===== config.mk =====
export PLATFORM = sky130hd
export DESIGN_NAME = arbitrated_fifo_bank
export DESIGN_NICKNAME = d
export VERILOG_FILES = /design/src/rtl/arbitrated_fifo_bank_pkg.sv /design/src/rtl/circular_pointer_fifo.sv /design/src/rtl/round_robin_arbiter.sv /design/src/rtl/arbitrated_fifo_bank.sv
export SDC_FILE = /design/constraint.sdc
export NUM_CORES = 1
export LEC_CHECK = 0
export ABC_AREA = 1
export CORE_UTILIZATION = 46
export DETAILED_ROUTE_END_ITERATION = 12
export GPL_TIMING_DRIVEN = 0
export PLACE_DENSITY_LB_ADDON = 0.08
export SETUP_SLACK_MARGIN = 0.15
export SLEW_MARGIN = 10
export SYNTH_ARGS = -nofsm -noshare
export SYNTH_HDL_FRONTEND = slang
export SYNTH_SLANG_ARGS = --single-unit

===== constraint.sdc =====
create_clock -name clk -period 3.7 [get_ports clk]
set_input_delay 0.555 -clock clk [delete_from_list [all_inputs] [get_ports clk]]
set_output_delay 0.555 -clock clk [all_outputs]
set_load 0.02 [all_outputs]

===== src/rtl/arbitrated_fifo_bank_pkg.sv =====
`default_nettype none
// ============================================================================
//  Module      : arbitrated_fifo_bank_pkg
//  Description : Shared helpers for the arbitrated FIFO bank: width
//                functions and the round-robin priority pick used both by
//                the read arbiter and by the push redirect search.
//  Revision    : 1.0 - initial release
// ============================================================================
package arbitrated_fifo_bank_pkg;

    // Upper bound on channel count handled by the priority helpers.
    localparam int c_MAX_CH    = 64;
    localparam int c_MAX_IDX_W = 6;

    // Ceiling log2, minimum 1 so that index vectors never collapse to zero width.
    function automatic int clog2(input int n);
        int r;
        r = 0;
        while ((1 << r) < n) r = r + 1;
        return (r < 1) ? 1 : r;
    endfunction

    // Channel-index width for a bank of n channels.
    function automatic int tag_width(input int n);
        return clog2(n);
    endfunction

    // Occupancy counter width for a FIFO of the given depth (one extra wrap bit).
    function automatic int count_width(input int depth);
        return clog2(depth) + 1;
    endfunction

    // Round-robin pick: lowest set bit at or above start, else lowest set bit overall.
    function automatic logic [c_MAX_CH-1:0] rr_pick(input logic [c_MAX_CH-1:0]    req,
                                                    input logic [c_MAX_IDX_W-1:0] start);
        logic [c_MAX_CH-1:0] masked;
        logic [c_MAX_CH-1:0] hi;
        logic [c_MAX_CH-1:0] lo;
        masked = req & ({c_MAX_CH{1'b1}} << start);
        hi     = masked & (~masked + 1'b1);
        lo     = req & (~req + 1'b1);
        return (|masked) ? hi : lo;
    endfunction

    // One-hot to binary index; zero input maps to index 0.
    function automatic logic [c_MAX_IDX_W-1:0] oh2idx(input logic [c_MAX_CH-1:0] oh);
        logic [c_MAX_IDX_W-1:0] idx;
        idx = '0;
        for (int i = 0; i < c_MAX_CH; i++) begin
            if (oh[i]) idx = idx | c_MAX_IDX_W'(i);
        end
        return idx;
    endfunction

endpackage
`default_nettype wire


===== src/rtl/circular_pointer_fifo.sv =====
`default_nettype none
// ============================================================================
//  Module      : circular_pointer_fifo
//  Description : Single-clock FIFO with wrap-bit read/write pointers,
//                registered storage and combinational head read.
//  Revision    : 1.0 - initial release
// ============================================================================
module circular_pointer_fifo
    import arbitrated_fifo_bank_pkg::*;
#(
    parameter  int WIDTH = 8,
    parameter  int DEPTH = 4,
    localparam int AW    = clog2(DEPTH),
    localparam int CW    = AW + 1
) (
    input  logic             clk,
    input  logic             rst,
    input  logic             wr_en,
    input  logic [WIDTH-1:0] wr_data,
    input  logic             rd_en,
    output logic [WIDTH-1:0] rd_data,
    output logic             full,
    output logic             empty,
    output logic [CW-1:0]    count
);

    logic [CW-1:0]    r_wptr;
    logic [CW-1:0]    r_rptr;
    logic [WIDTH-1:0] r_mem [DEPTH];

    logic w_do_wr;
    logic w_do_rd;

    // Full when the wrap bits differ but the address bits match.
    assign full    = (r_wptr[AW] != r_rptr[AW]) && (r_wptr[AW-1:0] == r_rptr[AW-1:0]);
    assign empty   = (r_wptr == r_rptr);
    assign count   = r_wptr - r_rptr;
    assign rd_data = r_mem[r_rptr[AW-1:0]];

    // Guard against overflow/underflow even if the caller misbehaves.
    assign w_do_wr = wr_en && !full;
    assign w_do_rd = rd_en && !empty;

    // Pointer update; reset discards all contents.
    always_ff @(posedge clk) begin
        if (rst) begin
            r_wptr <= '0;
            r_rptr <= '0;
        end else begin
            if (w_do_wr) r_wptr <= r_wptr + 1'b1;
            if (w_do_rd) r_rptr <= r_rptr + 1'b1;
        end
    end

    // Storage write; no reset needed since empty masks stale entries.
    always_ff @(posedge clk) begin
        if (w_do_wr && !rst) r_mem[r_wptr[AW-1:0]] <= wr_data;
    end

endmodule
`default_nettype wire


===== src/rtl/round_robin_arbiter.sv =====
`default_nettype none
// ============================================================================
//  Module      : round_robin_arbiter
//  Description : Round-robin arbiter with a registered priority pointer.
//                The pointer moves past the granted index only on advance,
//                so the grant is stable under backpressure.
//  Revision    : 1.0 - initial release
// ============================================================================
module round_robin_arbiter
    import arbitrated_fifo_bank_pkg::*;
#(
    parameter  int WIDTH = 4,
    localparam int IW    = clog2(WIDTH)
) (
    input  logic             clk,
    input  logic             rst,
    input  logic             en,
    input  logic [WIDTH-1:0] requests,
    input  logic             advance,
    output logic [WIDTH-1:0] gnt,
    output logic [IW-1:0]    gnt_idx
);

    logic [IW-1:0]       r_ptr;
    logic [c_MAX_CH-1:0] w_req_ext;
    logic [c_MAX_CH-1:0] w_gnt_ext;

    assign w_req_ext = c_MAX_CH'(requests);
    assign gnt       = en ? WIDTH'(rr_pick(w_req_ext, c_MAX_IDX_W'(r_ptr))) : '0;
    assign w_gnt_ext = c_MAX_CH'(gnt);
    assign gnt_idx   = IW'(oh2idx(w_gnt_ext));

    // Priority pointer moves to the slot after the winner when the grant is consumed.
    always_ff @(posedge clk) begin
        if (rst) begin
            r_ptr <= '0;
        end else if (advance && (|gnt)) begin
            r_ptr <= (gnt_idx == IW'(WIDTH - 1)) ? '0 : gnt_idx + 1'b1;
        end
    end

endmodule
`default_nettype wire


===== src/rtl/arbitrated_fifo_bank.sv =====
`default_nettype none
// ============================================================================
//  Module      : arbitrated_fifo_bank
//  Description : Bank of tagged FIFOs with one steered write port (optional
//                redirect of pushes aimed at a full FIFO) and one
//                round-robin arbitrated valid/ready read port.
//  Revision    : 1.0 - initial release
// ============================================================================
module arbitrated_fifo_bank
    import arbitrated_fifo_bank_pkg::*;
#(
    parameter  int NUM_FIFOS = 4,
    parameter  int WIDTH     = 8,
    parameter  int DEPTH     = 4,
    parameter  int REDIRECT  = 1,
    localparam int TAGWIDTH  = tag_width(NUM_FIFOS),
    localparam int CW        = count_width(DEPTH)
) (
    input  logic                    clk,
    input  logic                    rst,
    input  logic                    push,
    input  logic [TAGWIDTH-1:0]     push_sel,
    input  logic [WIDTH-1:0]        data_in,
    output logic                    push_acc,
    output logic [TAGWIDTH-1:0]     push_tag,
    input  logic [NUM_FIFOS-1:0]    reqs,
    input  logic                    out_rdy,
    output logic                    out_vld,
    output logic [WIDTH-1:0]        out_data,
    output logic [TAGWIDTH-1:0]     out_tag,
    output logic [NUM_FIFOS-1:0]    gnt,
    output logic [NUM_FIFOS-1:0]    full,
    output logic [NUM_FIFOS-1:0]    empty,
    output logic [NUM_FIFOS*CW-1:0] occupancy
);

    logic [NUM_FIFOS-1:0] w_full;
    logic [NUM_FIFOS-1:0] w_empty;
    logic [NUM_FIFOS-1:0] w_not_full;
    logic [NUM_FIFOS-1:0] w_wr_en;
    logic [NUM_FIFOS-1:0] w_rd_en;
    logic [NUM_FIFOS-1:0] w_elig;
    logic [NUM_FIFOS-1:0] w_gnt;
    logic [TAGWIDTH-1:0]  w_gnt_idx;
    logic [WIDTH-1:0]     w_head  [NUM_FIFOS];
    logic [CW-1:0]        w_count [NUM_FIFOS];

    logic                 w_sel_full;
    logic [TAGWIDTH-1:0]  w_redir_start;
    logic [NUM_FIFOS-1:0] w_redir_oh;
    logic [TAGWIDTH-1:0]  w_redir_tag;
    logic [c_MAX_CH-1:0]  w_not_full_ext;
    logic [c_MAX_CH-1:0]  w_redir_oh_ext;

    // ---------------------------------------------------------------- push path
    // Redirect search starts just after the requested channel; it has its own
    // start point and never touches the read arbiter's pointer.
    assign w_not_full     = ~w_full;
    assign w_sel_full     = w_full[push_sel];
    assign w_redir_start  = (push_sel == TAGWIDTH'(NUM_FIFOS - 1)) ? '0 : push_sel + 1'b1;
    assign w_not_full_ext = c_MAX_CH'(w_not_full);
    assign w_redir_oh     = NUM_FIFOS'(rr_pick(w_not_full_ext, c_MAX_IDX_W'(w_redir_start)));
    assign w_redir_oh_ext = c_MAX_CH'(w_redir_oh);
    assign w_redir_tag    = TAGWIDTH'(oh2idx(w_redir_oh_ext));

    // Accept decision on current full flags; a same-cycle pop never frees space.
    always_comb begin
        push_acc = 1'b0;
        push_tag = '0;
        if (push) begin
            if (!w_sel_full) begin
                push_acc = 1'b1;
                push_tag = push_sel;
            end else if ((REDIRECT != 0) && (|w_redir_oh)) begin
                push_acc = 1'b1;
                push_tag = w_redir_tag;
            end
        end
    end

    // ---------------------------------------------------------------- read path
    assign w_elig = reqs & ~w_empty;

    round_robin_arbiter #(
        .WIDTH    (NUM_FIFOS)
    ) u_read_arb (
        .clk      (clk),
        .rst      (rst),
        .en       (1'b1),
        .requests (w_elig),
        .advance  (out_vld && out_rdy),
        .gnt      (w_gnt),
        .gnt_idx  (w_gnt_idx)
    );

    assign out_vld  = |w_elig;
    assign gnt      = w_gnt;
    assign out_tag  = w_gnt_idx;
    assign out_data = out_vld ? w_head[w_gnt_idx] : '0;
    assign full     = w_full;
    assign empty    = w_empty;

    // ---------------------------------------------------------------- channels
    for (genvar k = 0; k < NUM_FIFOS; k++) begin : g_chan
        assign w_wr_en[k] = push_acc && (push_tag == TAGWIDTH'(k)) && !rst;
        assign w_rd_en[k] = w_gnt[k] && out_rdy;
        assign occupancy[k*CW +: CW] = w_count[k];

        circular_pointer_fifo #(
            .WIDTH   (WIDTH),
            .DEPTH   (DEPTH)
        ) u_fifo (
            .clk     (clk),
            .rst     (rst),
            .wr_en   (w_wr_en[k]),
            .wr_data (data_in),
            .rd_en   (w_rd_en[k]),
            .rd_data (w_head[k]),
            .full    (w_full[k]),
            .empty   (w_empty[k]),
            .count   (w_count[k])
        );
    end

    // ---------------------------------------------------------------- properties
    a_gnt_onehot0 : assert property (@(posedge clk) disable iff (rst) $onehot0(w_gnt));
    a_gnt_subset  : assert property (@(posedge clk) disable iff (rst) ((w_gnt & ~w_elig) == '0));
    a_no_full_wr  : assert property (@(posedge clk) disable iff (rst) ((w_wr_en & w_full) == '0));

endmodule
`default_nettype wire

---- Word level (Yosys, flattened, before mapping) ----
Memory sizes are Yosys's and may differ from the RTL's. A register that Yosys moved wholly into a read port is not among the register bits.
Cells that the tools add are included.
storage, ports and cells
  RAM bits ................................ 128
  output and inout bits ................... 38
  flip-flop bits (word level) ............. 26
  memories kept ........................... 4
  input port bits ......................... 18
memory list
  memory                  depth  width  read ports  clocked after memory_dff  write ports  line                         text
  g_chan[0].u_fifo.r_mem  4      8      1           1                         1            circular_pointer_fifo.sv:29  logic [WIDTH-1:0] r_mem [DEPTH];
  g_chan[1].u_fifo.r_mem  4      8      1           1                         1            circular_pointer_fifo.sv:29
  g_chan[2].u_fifo.r_mem  4      8      1           1                         1            circular_pointer_fifo.sv:29
  g_chan[3].u_fifo.r_mem  4      8      1           1                         1            circular_pointer_fifo.sv:29
cells by class
  $lt $le $gt $ge ......................... 2
  shift operators ......................... 2
  eq/ne operators ......................... 17
  $add $sub $neg .......................... 18
  bitwise operators ....................... 14
  reductions and logical operators ........ 45
  mux-type cells .......................... 38
operators by type and width
  cell                                                         count
  bitwise AND 4 x 64 -> 64 bit                                 2
  OR reduction 64 bit                                          2
  left shift 64 x 2 -> 64 bit (first input constant)           2
  2-to-1 mux 2 bit                                             17
  logical AND 1 bit                                            30
  adder 3 x 1 -> 3 bit (second input constant)                 8
  2-to-1 mux 8 bit                                             3
  NOT 4 bit                                                    6
  bitwise AND 4 bit                                            5
  adder 4 x 1 -> 4 bit (second input constant)                 4
  binary-select mux 8 bit (select 2 bit)                       1
  2-to-1 mux 1 bit                                             14
  == test 3 bit                                                4
  OR reduction 4 bit                                           3
  subtractor 3 bit                                             4
  zero test 1 bit                                              9
  == test 2 bit                                                4
  == test 2 bit (second input constant)                        4
  2-to-1 mux 4 bit                                             2
  adder 2 x 1 -> 2 bit (second input constant)                 2
  != test 1 bit                                                4
  >= comparator 3 bit (second input constant)                  1
  less-than comparator 2 x 3 -> 1 bit (second input constant)  1
  NOT 2 -> 3 bit                                               1
  3 further kinds                                              3

---- Logic depth before layout (Yosys ltp) ----
  depth after elaboration ................. 21
  gate-level depth with buffers ........... 17

---- Modules after synthesis ----
A second synthesis with hierarchy kept.
unflattened totals
  cell total of the unflattened synthesis .. 794
  area, all modules ....................... 7895.1 sq um
by module, submodules not included
  module                 cells an instance  sequential area each (sq um)  instances  area an instance (sq um)
  circular_pointer_fifo  151                1121.1                        4          1729.2
  arbitrated_fifo_bank   141                0.0                           1          718.2
  round_robin_arbiter    49                 40.0                          1          260.2

---- Worst setup path after synthesis ----
Ideal clock, no wire load.
  path type ............................... register -> output
  start point ............................. register g_chan[1].u_fifo.r_wptr[0]
  end point ............................... output port out_data[1]
  path slack .............................. 0.872 ns
  required time ........................... 3.145 ns
  arrival ................................. 2.273 ns
  cell stages (with the launch flop) ...... 16
  cell sequence ........................... dfxtp_1 inv_1 ha_1 nand2_1 nor2_4 nor2_4 nand2_2 nand2_4 nor3_2 nand2_1 nand2_2 nor2_4 inv_2 o21ai_0 nor2_1 nor2_1
on the way
  elaborated cells between the ends (all ways) .. 21
RTL lines
  item                                                      line                            text
  from (decl)                                               circular_pointer_fifo.sv:27     logic [CW-1:0] r_wptr;
  from (signal assigned)                                    circular_pointer_fifo.sv:50     if (w_do_wr) r_wptr <= r_wptr + 1'b1;
  == test 3 bit (*)                                         circular_pointer_fifo.sv:36     assign empty = (r_wptr == r_rptr);
  named net g_chan[1].u_fifo.empty                          circular_pointer_fifo.sv:23     output logic empty,
  NOT 4 bit (*)                                             arbitrated_fifo_bank.sv:82      assign w_elig = reqs & ~w_empty;
  bitwise AND 4 bit (*)                                     arbitrated_fifo_bank.sv:82
  bitwise AND 4 x 64 -> 64 bit                              arbitrated_fifo_bank_pkg.sv:39  masked = req & ({c_MAX_CH{1'b1}} << start);
  NOT 4 bit                                                 arbitrated_fifo_bank_pkg.sv:40  hi = masked & (~masked + 1'b1);
  adder 4 x 1 -> 4 bit                                      arbitrated_fifo_bank_pkg.sv:40
  bitwise AND 4 bit                                         arbitrated_fifo_bank_pkg.sv:40
  2-to-1 mux 4 bit (*)                                      arbitrated_fifo_bank_pkg.sv:42  return (|masked) ? hi : lo;
  named net gnt[2]                                          arbitrated_fifo_bank.sv:31      output logic [NUM_FIFOS-1:0] gnt,
  2-to-1 mux 2 bit (*) (2 in series)                        arbitrated_fifo_bank_pkg.sv:50  if (oh[i]) idx = idx | c_MAX_IDX_W'(i);
  named net out_tag[1]                                      arbitrated_fifo_bank.sv:30      output logic [TAGWIDTH-1:0] out_tag,
  NOT 2 -> 3 bit (implied by the code) (*)                  arbitrated_fifo_bank.sv:99      assign out_data = out_vld ? w_head[w_gnt_idx] : '0;
  binary-select mux 8 bit (select 2 bit) (*)                arbitrated_fifo_bank.sv:99
  2-to-1 mux 8 bit (implied by the code) (*) (2 in series)  arbitrated_fifo_bank.sv:99
  2-to-1 mux 8 bit (*)                                      arbitrated_fifo_bank.sv:99
  to (decl)                                                 arbitrated_fifo_bank.sv:29      output logic [WIDTH-1:0] out_data,
The timed path passes the listed nets; every way through them passes the cells marked *. The select of a mux whose other input is x is not followed.

---- Worst setup path in the final report ----
  start point ............................. register g_chan[1].u_fifo.r_wptr[0]
  end point ............................... output port out_data[5]
on the way
  longest elaborated chain between the ends .. 16
  elaborated cells between the ends (all ways) .. 21
RTL lines
  item                                                  line
  == test 3 bit (*)                                     circular_pointer_fifo.sv:36
  named net g_chan[1].u_fifo.empty                      circular_pointer_fifo.sv:23
  NOT 4 bit (*)                                         arbitrated_fifo_bank.sv:82
  bitwise AND 4 bit (*)                                 arbitrated_fifo_bank.sv:82
  bitwise AND 4 x 64 -> 64 bit                          arbitrated_fifo_bank_pkg.sv:39
  NOT 4 bit                                             arbitrated_fifo_bank_pkg.sv:40
  adder 4 x 1 -> 4 bit                                  arbitrated_fifo_bank_pkg.sv:40
  bitwise AND 4 bit                                     arbitrated_fifo_bank_pkg.sv:40
  2-to-1 mux 4 bit                                      arbitrated_fifo_bank_pkg.sv:42
  2-to-1 mux 1 bit                                      arbitrated_fifo_bank_pkg.sv:50
  2-to-1 mux 2 bit (2 in series)                        arbitrated_fifo_bank_pkg.sv:50
  NOT 2 -> 3 bit (implied by the code)                  arbitrated_fifo_bank.sv:99
  binary-select mux 8 bit (select 2 bit)                arbitrated_fifo_bank.sv:99
  2-to-1 mux 8 bit (implied by the code) (2 in series)  arbitrated_fifo_bank.sv:99
  2-to-1 mux 8 bit (*)                                  arbitrated_fifo_bank.sv:99
Marks and branches as above.

==> run metrics <==
status complete, no violations; drt pass-1 iters 6; worst min-delay path startpoint g_chan[3].u_fifo.r_rptr[2]; Sequential Power Share between 30% and 40%; CP arrival 2950 ps; Worst path depth 16; Distinct cells, synth 37; Initial Utilization 47.7%; vias between 5,000 and 6,000; CP top delay family simple AND/OR/NAND/NOR gates; met3 usage 4.82%; Worst setup SP type register; die height 131 µm; Die Wd approximately 130 µm; GRT Max-Usage Layer met2; PD cells 595 nW/µm²; RSZ-0062 raised after global routing yes; CP max-delay cell dfxtp_2; met2 Use GR 33.6%; Num Clock Sinks 162; final period utilization 94.6%; critical-path cell list inv_1 -> ha_1 -> nand2_2 -> nor2_4 -> nor2_4 -> nand2_2 -> nand2_4 -> nor3_4 -> nand2_1 -> nand2_4 -> nor2_4 -> inv_2 -> o21ai_2 -> nor2_1 -> nor2_1 -> clkdlybuf4s15_2; Syn. warnings 0; Synth Area in Compound Gates 10.2%; Routed Wire Length 18,100 µm; Wirelength per Cell 17.2 µm; multiplexer area fraction after synthesis 0%; Mapped Area ~7700 µm²; Reg-to-Reg Start g_chan[1].u_fifo.r_wptr[0]; hold depth 2; Slew HR 40.9%; GR Util met1 30.8%; footprint of the multi-input gates ~2800 µm²; Synth area leader edfxtp_1; Placer Congestion about 0.89; first-pass GRT wire length between 20,000 and 30,000 µm; worst-skew pair later-pin latency about 430 ps; Switching Share 32.8%; cell count after synthesis 740; setup TNS 0 ps; top cell type's share of synthesized area 50.0%; worst-margin pin slew between 800 and 900 ps; Simple-Gate Fraction of Synth Area between 15 and 20%; Sw Pwr roughly 0.0018 W; Port-buffer cells 54; HP Class register to register; Die ar. between 15,000 and 20,000 µm²; antenna violations before repair 0; hold slack roughly 480 ps; Seq/Total Area, Yosys 58.8%; Clk pin slew, worst setup/hold paths ~60 ps; Syn Nets around 800; Synth Area in Adders under 10%; GRT Util Overall 21.7%; max-cap viol count 0; Detail Route Antenna Nets 0; worst reg-to-reg path cell count 12; H-tree Lvls 4; maximum vdd drop 0.365 mV; routed vias/inst 5.24; Residual DRC 0; Setup Skew ~9.0 ps; ranking of synthesized cells by area edfxtp_1 (50%), dfxtp_1 (8.8%), nand2_1 (5.2%), nor2_1 (5.0%), ha_1 (4.9%); pin count of the biggest net entering global routing 17; CTS Buf Count 17; Power Internal 0.00369 W; Final nets 872; crit path launch g_chan[1].u_fifo.r_wptr[0]; FP Rows 46; Syn Area/Cell 10.4 µm²; CTS tree built; Slew Limit Fails 0; number of global-route vias before repair 5,259; Crit. End Element output pin; layout cells sized above 1 15.4%; HPWL after DPL 12,700 µm; critical path type register to output pin; Comb pwr share between 20% and 30%; data required time at the worst endpoint approximately 3100 ps; XOR/XNOR Fraction of Synth Area 1.14%; # setup viols final 0; utilization after layout roughly 57%; Area Overhead vs Synth 20.1%; clk root buf clkbuf_16; Yosys reg bits 162; FILL cells 1,408; LEAKAGE 3.62 nW; Max stage delay on crit path 360 ps; Buf/Inv on CP 3; FF+latch area 4530 µm²; Max Clk Rate 286 MHz; CP Max Fanout 9; largest family of logic cells by synthesized area simple AND/OR/NAND/NOR gates; Clock Path Buffers 2; fin crit period between 3000 and 4000 ps; DR iter-0 viols 467; I/O pins 56; core area 16,100 µm²; CP most frequent cell nor2_4; antenna cells 0; GRT Residual Overflow 0; Final Hold Viols 0; clock group share of total power 32.4%
Yosys cell counts (all sizes together):
| library cell | n |
|---|---|
| a21oi | 33 |
| a31oi | 1 |
| a32o | 8 |
| buf | 11 |
| clkbuf | 13 |
| dfxtp | 34 |
| edfxtp | 128 |
| fa | 4 |
| ha | 30 |
| inv | 89 |
| nand2 | 127 |
| nand3 | 30 |
| nand3b | 1 |
| nand4 | 11 |
| nor2 | 114 |
| nor3 | 3 |
| o2111ai | 1 |
| o21ai | 67 |
| o21bai | 1 |
| o22ai | 24 |
| xnor2 | 1 |
| xor2 | 9 |
power groups by stage:
| stage | clock, W | combinational [W] | sequential [W] |
|---|---|---|---|
| 2_1_floorplan | 0 | 0.000979 | 0.00209 |
| 3_3_place_gp | 0 | 0.00154 | 0.00211 |
| 3_5_place_dp | 0 | 0.00156 | 0.00211 |
| 4_1_cts | 0.00180 | 0.00157 | 0.00207 |
| 5_1_grt | 0.00188 | 0.00179 | 0.00208 |
| 6_report | 0.00178 | 0.00164 | 0.00207 |
state kept, by name (all words and copies together), names as in the netlist, named ones only:
register,cells
g_chan.u_fifo.r_wptr,12
u_read_arb.r_ptr,2
g_chan.u_fifo.r_rptr,12
g_chan.u_fifo.r_mem,128
tightest hold or removal path, cell delays in order, from the launching register on:
cell     delay [ps]
dfxtp_1         320
inv_1            70
a21oi_1          60
what timing repair did:
item	CTS	global route
setup endpoints to repair	12	13
resized for setup	38	28
pin swaps	2	5
gates cloned	0	0
setup buffers	2	5
hold buffers	0	0
logic make-up after synthesis:
kind of cell	after synthesis
compound gates	135
fa+ha+maj	34
buf+inv	113
simple gates	286
flops	162
xor+xnor	10
layout by cell type (no fill, tap or decap), types with 3 or more instances in the layout:
master | netlist | routed
clkdlybuf4s50_1 | 0 | 42
o21ai_1 | 6 | 3
nor2_2 | 4 | 6
a21oi_1 | 31 | 30
nand2_4 | 5 | 6
nand2_2 | 15 | 16
o21ai_2 | 0 | 6
inv_1 | 79 | 78
dfxtp_1 | 34 | 29
a32o_1 | 8 | 8
nand2_1 | 107 | 104
clkbuf_1 | 13 | 13
o21ai_0 | 61 | 58
dfxtp_2 | 0 | 5
o22ai_1 | 24 | 24
clkinvlp_4 | 0 | 3
inv_2 | 10 | 11
edfxtp_1 | 128 | 128
nor2_1 | 103 | 100
fa_1 | 4 | 4
buf_4 | 8 | 20
nor2_4 | 6 | 7
xor2_1 | 9 | 9
nand4_1 | 10 | 10
inv_6 | 0 | 5
nand3_4 | 3 | 3
clkbuf_16 | 0 | 21
ha_1 | 30 | 30
nand3_1 | 25 | 25
final timing paths:
| kind | slack, ps | end |
|---|---|---|
| max | 200 | out_data[5] |
| min | 480 | g_chan[3].u_fifo.r_rptr[2] |
| max reg2reg | 520 | g_chan[0].u_fifo.r_mem[1][6] |
| min reg2reg | 480 | g_chan[3].u_fifo.r_rptr[2] |
metrics by stage:
stage	total power (W)	worst slack, ps	cells	area, µm²
2_1_floorplan	0.00307	872	740	7690
3_5_place_dp	0.00367	-87.7	1010	8500
5_1_grt	0.00575	32.5	1049	9240
4_1_cts	0.00545	85.2	1044	9150
3_3_place_gp	0.00365	-61.5	1010	8500
6_report	0.00550	199	1049	9240
metal layers:
metal  wire (µm)  up-vias
met5           0        -
met4         194        0
met3         950       18
met2        8280      158
met1        8620     2646
li1            -     2670
area by class of cell:
class	instances	area share, %
Sequential cell	162	49.0
Multi-Input combinational cell	465	29.9
Timing Repair Buffer	61	6.28
Clock buffer	22	5.84
Inverter	89	3.62
Tap cell	216	2.93
Buffer	24	1.50
Clock inverter	10	0.853
Power figures use the tool's default switching activity.
